==> config.mk <==
export PLATFORM = sky130hd
export DESIGN_NAME = key_scheduler
export DESIGN_NICKNAME = d
export VERILOG_FILES = /design/src/rtl/key_scheduler.sv
export SDC_FILE = /design/constraint.sdc
export NUM_CORES = 1
export LEC_CHECK = 0
export ABC_AREA = 1
export BUFFER_PORTS_ARGS = -buffer_cell sky130_fd_sc_hd__clkbuf_2
export CORE_ASPECT_RATIO = 1.25
export CORE_UTILIZATION = 58
export CTS_CLUSTER_DIAMETER = 150
export CTS_CLUSTER_SIZE = 25
export DETAILED_ROUTE_END_ITERATION = 8
export PLACE_DENSITY_LB_ADDON = 0.1
export SLEW_MARGIN = 30
export SYNTH_ARGS = -nofsm -noshare
export SYNTH_HDL_FRONTEND = slang
export SYNTH_SLANG_ARGS = --single-unit
==> constraint.sdc <==
create_clock -name clk_100M -period 4.2 [get_ports clk_100M]
set_input_delay 1.26 -clock clk_100M [delete_from_list [all_inputs] [get_ports clk_100M]]
set_output_delay 1.26 -clock clk_100M [all_outputs]
set_load 0.05 [all_outputs]
==> src/rtl/key_scheduler.sv <==
// key_scheduler: debounces the seven piano keys and selects one sounding
// note (last-pressed in legato mode, timed ascending cycle in arpeggio mode)
// plus its latched octave for the square-wave tone generator.
module key_scheduler #(
    parameter int unsigned DEBOUNCE_CYCLES = 1000000,
    parameter int unsigned ARP_CYCLES      = 12500000
) (
    input  logic       clk_100M,
    input  logic       rst_n,
    input  logic [6:0] keys,
    input  logic [2:0] octave_in,
    input  logic       arp_en,
    output logic [2:0] note_out,
    output logic [2:0] octave_out,
    output logic       note_valid
);

    localparam int          NK    = 7;
    localparam int unsigned DB_W  = (DEBOUNCE_CYCLES > 2) ? $clog2(DEBOUNCE_CYCLES) : 1;
    localparam int unsigned TMR_W = (ARP_CYCLES > 2) ? $clog2(ARP_CYCLES) : 1;
    localparam logic [DB_W-1:0]  DB_LAST  = DB_W'(DEBOUNCE_CYCLES - 1);
    localparam logic [TMR_W-1:0] TMR_LAST = TMR_W'(ARP_CYCLES - 1);

    localparam logic [1:0] S_IDLE   = 2'd0;
    localparam logic [1:0] S_LEGATO = 2'd1;
    localparam logic [1:0] S_ARP    = 2'd2;

    logic [6:0]       keys_s1_q, keys_s2_q;
    logic             arp_s1_q, arp_s2_q;
    logic [DB_W-1:0]  db_cnt_q [NK];
    logic [DB_W-1:0]  db_cnt_d [NK];
    logic [6:0]       held_q, held_d;
    logic [6:0]       press_q;
    logic [1:0]       state_q, state_d;
    logic [2:0]       note_q, note_d;
    logic [2:0]       octave_q, octave_d;
    logic             valid_q;
    logic [TMR_W-1:0] tmr_q, tmr_d;
    logic             sounding_held_c;

    // Code of the highest set bit (0 when empty).
    function automatic logic [2:0] hi_code(input logic [6:0] v);
        logic [2:0] r;
        r = '0;
        for (int i = 0; i < NK; i++) begin
            if (v[3'(i)]) r = 3'(i + 1);
        end
        return r;
    endfunction

    // Code of the lowest set bit (0 when empty).
    function automatic logic [2:0] lo_code(input logic [6:0] v);
        logic [2:0] r;
        r = '0;
        for (int i = NK - 1; i >= 0; i--) begin
            if (v[3'(i)]) r = 3'(i + 1);
        end
        return r;
    endfunction

    // Next held key strictly above cur, wrapping B->C; cur itself if it is the only one.
    function automatic logic [2:0] next_code(input logic [6:0] h, input logic [2:0] cur);
        logic [2:0] r;
        int         idx;
        r = cur;
        for (int k = NK; k >= 1; k--) begin
            idx = (int'(cur) + NK - 1 + k) % NK;
            if (h[3'(idx)]) r = 3'(idx + 1);
        end
        return r;
    endfunction

    // Two-flop synchronisers for keys and mode switch.
    always_ff @(posedge clk_100M or negedge rst_n) begin
        if (!rst_n) begin
            keys_s1_q <= '0;
            keys_s2_q <= '0;
            arp_s1_q  <= 1'b0;
            arp_s2_q  <= 1'b0;
        end else begin
            keys_s1_q <= keys;
            keys_s2_q <= keys_s1_q;
            arp_s1_q  <= arp_en;
            arp_s2_q  <= arp_s1_q;
        end
    end

    // Per-key debounce: count disagreeing cycles, flip on the last one.
    always_comb begin
        held_d = held_q;
        for (int i = 0; i < NK; i++) begin
            db_cnt_d[3'(i)] = '0;
            if (keys_s2_q[3'(i)] != held_q[3'(i)]) begin
                if (db_cnt_q[3'(i)] == DB_LAST) begin
                    held_d[3'(i)] = ~held_q[3'(i)];
                end else begin
                    db_cnt_d[3'(i)] = db_cnt_q[3'(i)] + DB_W'(1);
                end
            end
        end
    end

    // Debounced state, counters and one-cycle press pulses.
    always_ff @(posedge clk_100M or negedge rst_n) begin
        if (!rst_n) begin
            for (int i = 0; i < NK; i++) db_cnt_q[3'(i)] <= '0;
            held_q  <= '0;
            press_q <= '0;
        end else begin
            for (int i = 0; i < NK; i++) db_cnt_q[3'(i)] <= db_cnt_d[3'(i)];
            held_q  <= held_d;
            press_q <= held_d & ~held_q;
        end
    end

    // Is the currently sounding key still held.
    always_comb begin
        sounding_held_c = 1'b0;
        for (int i = 0; i < NK; i++) begin
            if (note_q == 3'(i + 1)) sounding_held_c = held_q[3'(i)];
        end
    end

    // Mode FSM and note selection; octave latches only on a new non-zero note.
    always_comb begin
        state_d = state_q;
        note_d  = note_q;
        tmr_d   = '0;
        case (state_q)
            S_IDLE: begin
                if (|press_q) begin
                    if (arp_s2_q) begin
                        state_d = S_ARP;
                        note_d  = lo_code(held_q);
                    end else begin
                        state_d = S_LEGATO;
                        note_d  = hi_code(press_q);
                    end
                end
            end
            S_LEGATO: begin
                if (arp_s2_q) begin
                    if (held_q == '0) begin
                        state_d = S_IDLE;
                        note_d  = '0;
                    end else begin
                        state_d = S_ARP;
                        note_d  = lo_code(held_q);
                    end
                end else if (|press_q) begin
                    note_d = hi_code(press_q);
                end else if (!sounding_held_c) begin
                    if (|held_q) begin
                        note_d = hi_code(held_q);
                    end else begin
                        state_d = S_IDLE;
                        note_d  = '0;
                    end
                end
            end
            S_ARP: begin
                if (held_q == '0) begin
                    state_d = S_IDLE;
                    note_d  = '0;
                end else if (!arp_s2_q) begin
                    state_d = S_LEGATO;
                    note_d  = hi_code(held_q);
                end else if (!sounding_held_c || (tmr_q == TMR_LAST)) begin
                    note_d = next_code(held_q, note_q);
                end else begin
                    tmr_d = tmr_q + TMR_W'(1);
                end
            end
            default: begin
                state_d = S_IDLE;
                note_d  = '0;
            end
        endcase
        octave_d = ((note_d != '0) && (note_d != note_q)) ? octave_in : octave_q;
    end

    // FSM and output registers.
    always_ff @(posedge clk_100M or negedge rst_n) begin
        if (!rst_n) begin
            state_q  <= S_IDLE;
            note_q   <= '0;
            octave_q <= '0;
            valid_q  <= 1'b0;
            tmr_q    <= '0;
        end else begin
            state_q  <= state_d;
            note_q   <= note_d;
            octave_q <= octave_d;
            valid_q  <= (note_d != '0);
            tmr_q    <= tmr_d;
        end
    end

    assign note_out   = note_q;
    assign octave_out = octave_q;
    assign note_valid = valid_q;

endmodule
==> out/summary.md <==
The maximum number of pins on one net before global-route repair is 72, and the clock-pin transition on the worst setup and hold timing paths is 0.05 ns. The run gives 0 as the number of hold violations in the final report. For the number of global-route vias before repair, the log shows 7704. Number of buffers created by CTS: 17. For the initial antenna violation count, the log shows 0. The routed layout has 7840 vias. The clock arrives with 0.00980 ns of skew. The worst supply voltage drop on vdd was 0.339 mV. The startpoint identified for the worst hold timing path is keys_s1_q[0]$_DFF_PN0_. The critical path is of the reg2reg type. The number of cells on the worst reg-to-reg path is 34. In this run the tightest slew margin relative to its limit is 36.1%.

Synthesis produced a netlist whose cell count is 1172. Counting flops and latches in the post-synthesis netlist gives 131. Of the available clock period, the critical path in the final layout requires 102%. The run gives 0 as the number of pins with negative max-slew slack in the final report.

By area the synthesized netlist is led by sky130_fd_sc_hd__dfrtp_1 (38%), sky130_fd_sc_hd__nand2_1 (8.9%), sky130_fd_sc_hd__inv_1 (7.5%). For this configuration, the core starts out at a cell density of 59.7%. After the flow finishes, the layout carries non-filler instances totaling 1472. The worst register-to-register path ends at octave_out[2]$_DFFE_PN0P_. The detailed router finished its first iteration with 432 violations. Sequential cells were found to cover 38.0% of the synthesized design area.

TritonCTS built the clock tree. 0 antenna diodes ended up in the layout. Most used flip-flop cell after synthesis: sky130_fd_sc_hd__dfrtp_1. Yosys mapped a number of flops with a built-in enable equal to 0. The tools report the placed wire-length estimate as 13500 microns. The flow ran to the end, but the final reports show violations. Across all register-to-register paths, the minimum setup slack is -0.07 ns. Power density over the cells: 269 nW/um^2. For the pin with the worst max-slew slack, the measured transition is 0.950 ns. Most used cell along the critical path: sky130_fd_sc_hd__nand2_1. Counting instances, the worst hold path has a depth of 0. Clock tree synthesis found a total of 131 sinks. In this run the number of H-tree levels came out at 4. The mapped netlist covers 8640 sq um. After floorplanning, the core was sized to cover 14500 sq um. The maximum clock frequency was 234 MHz. In this run, distinct cell masters in the synthesized netlist total 52. The largest single stage delay on the critical path is 0.61 ns.

Averaged over all synthesized cells, the footprint is 7.37 sq um. The run gives 0 as the number of warnings printed during yosys synthesis. The required time of the critical path is 4.50 ns.

The number of port buffers came out at 16. Slowest cell on the critical path: sky130_fd_sc_hd__fa_2. The final cell utilization of the core was 72.4%; the first-pass GRT wire length was 33000 microns. For this design the top-level I/O count stands at 20. Clock root buffer: sky130_fd_sc_hd__clkbuf_16.

The cell class contributing the biggest share of worst-path delay was simple AND/OR/NAND/NOR gates. The total routing resource utilization after global routing is 25.9%, and the die extent in y is 138 microns. The number of buffers and inverters on the critical path is 3. Setup repair after global routing could not meet its margin everywhere.

End point of the worst hold path: keys_s2_q[0]$_DFF_PN0_. The largest driver fanout on the critical path works out to 5. The top cell types in the final layout, fill and taps aside, are sky130_fd_sc_hd__nand2_1 (192), sky130_fd_sc_hd__nor2_1 (167), sky130_fd_sc_hd__inv_1 (166). Final wirelength: 19000 microns. The area of the die was 15400 sq um. STA classifies the critical path endpoint as a flip-flop.

Clock latency on the worst-skew pair, taken at its later pin, is 0.42 ns. The floorplan has 49 rows. The minimum clock period came out at 4.27 ns. Biggest area consumer among synthesized cells: sky130_fd_sc_hd__dfrtp_1. In the final layout, the share of cells above drive strength 1 is 21.0%. Including well taps, the total number of placed cells is 1420. The final reports fail on design-rule violations, negative setup slack. The tools report the routability congestion estimate from global placement as 0.892.

In this run the worst setup path begins at note_out[1]$_DFF_PN0_. Measured along the x axis, the die boundary spans 111 microns. Number of DRC violations after detailed routing: 4.

In the synthesized netlist the async set-or-reset flop fraction comes to 100%. Leaving out fill and tap cells, the most frequent cell in the layout is sky130_fd_sc_hd__nand2_1. The logs give 0 for the number of hold buffers added after cts and 1224 for the total nets after synthesis. Global routing finished with a remaining overflow of 0. The setup slack after layout is -0.0750 ns, and the number of vias per cell after detailed routing is 5.33.

Reg-to-reg critical path startpoint: note_out[1]$_DFF_PN0_. The average wire per standard cell works out to 12.9 microns. Path class of the lowest-slack min-delay path: reg2reg.

In this run the biggest area consumer among cell types represents 38.0% of the synthesized area. At the placement stage, the worst setup path has a slack of -0.151 ns. The final layout contains 1334 nets. The tools report the leakage power as 4.75 nW. The layout-stage area growth over the synthesis result was 21.3%; the post-route antenna net violation count was 0.

STA classifies the critical path startpoint as a flip-flop. The arrival time at the worst endpoint is 4.58 ns. The run gives 7 as the number of iterations in the first detailed-routing pass. The maximum buffer depth of the clock tree is 2.

The run gives 3 as the total of endpoints with negative setup slack in the final report. For the max-cap check violation count, the log shows 0.
## how the worst max path moves through the flow
stage,to,slack (ns),cells after the start
finish,octave_out[2]$_DFFE_PN0P_,-0.07,34
global route,octave_out[0]$_DFFE_PN0P_,-0.43,38
detailed placement,octave_out[2]$_DFFE_PN0P_,-0.15,28
floorplan,octave_out[0]$_DFFE_PN0P_,-0.25,36
global placement,octave_out[2]$_DFFE_PN0P_,-0.10,28
CTS,octave_out[2]$_DFFE_PN0P_,-0.007,33
## stage by stage
step	power [mW]	hold slack, ns	TNS [ns]	area [sq um]
after floorplan	1.34	0.331	-0.749	8750
after global placement	1.38	0.334	-0.320	9490
after detailed placement	1.39	0.336	-0.491	9490
after CTS	2.85	0.342	-0.00791	10200
after global routing	2.92	0.344	-1.82	10500
final	2.82	0.342	-0.221	10500
## cells in the mapped netlist, drive strengths merged (6+ instances only)
master / count
nand2: 234
inv: 186
nor2: 182
dfrtp: 131
nand3: 88
a21oi: 60
o21ai: 50
nor3: 49
ha: 37
nand4: 33
xor2: 26
nor4: 15
o211ai: 11
clkbuf: 8
nor3b: 7
xnor2: 7
buf: 6
o21a: 6
## cell families (layout without fill, tap and decap cells)
group           Yosys count  after routing  share of synthesized area [%]
xor+xnor                 33             33                           3.52
flops                   131            131                           38.0
compound gates          148            148                           10.4
buf+inv                 204            326                           9.19
simple gates            617            617                           33.1
fa+ha+maj                39             39                           5.82
## report_power, final
part	leakage (nW)	switching (mW)	total [mW]	internal, mW
logic	2.69	0.0534	0.0752	0.0218
clock network	0.281	0.549	1.46	0.908
registers	1.78	0.0106	1.29	1.28
total	4.75	0.613	2.82	2.21
## worst reg2reg max path: cells and delay by family, from the launching register on
family	cells	cell delay (ns)
XOR/XNOR	1	0.16
buffers and inverters	3	0.27
flip-flops	1	0.45
adder cells (fa/ha/maj)	5	1.39
AND/OR/NAND/NOR	25	1.89
## layer usage
metal	part of all wire (%)	vias up	track usage, %
met4	2.4	0	10.8
met3	3.0	37	3.81
li1	-	4034	-
met5	0	-	0
met2	51	121	45.9
met1	44	3648	31.4
## registers in the layout (all words and copies together) (netlist names)
name        flops
db_cnt_q       80
arp_s1_q        1
state_q         2
tmr_q          24
note_valid      1
keys_s2_q       4
press_q         4
octave_out      3
arp_s2_q        1
held_q          4
note_out        3
keys_s1_q       4
## what timing repair did
action                     CTS  global route
setup endpoints to repair    4             6
resized for setup           21            36
gates cloned                 0             0
pin swaps                   14            23
buffers inserted            11            11
## cell type report
class,count,area [sq um]
sequential,131,3290
timing repair buffer,105,778
tap,178,223
inverter,190,724
fill,1196,4000
multi-input combinational,837,4870
clock buffer,21,460
clock inverter,10,124
No activity file was read; power rests on OpenSTA's default activity.
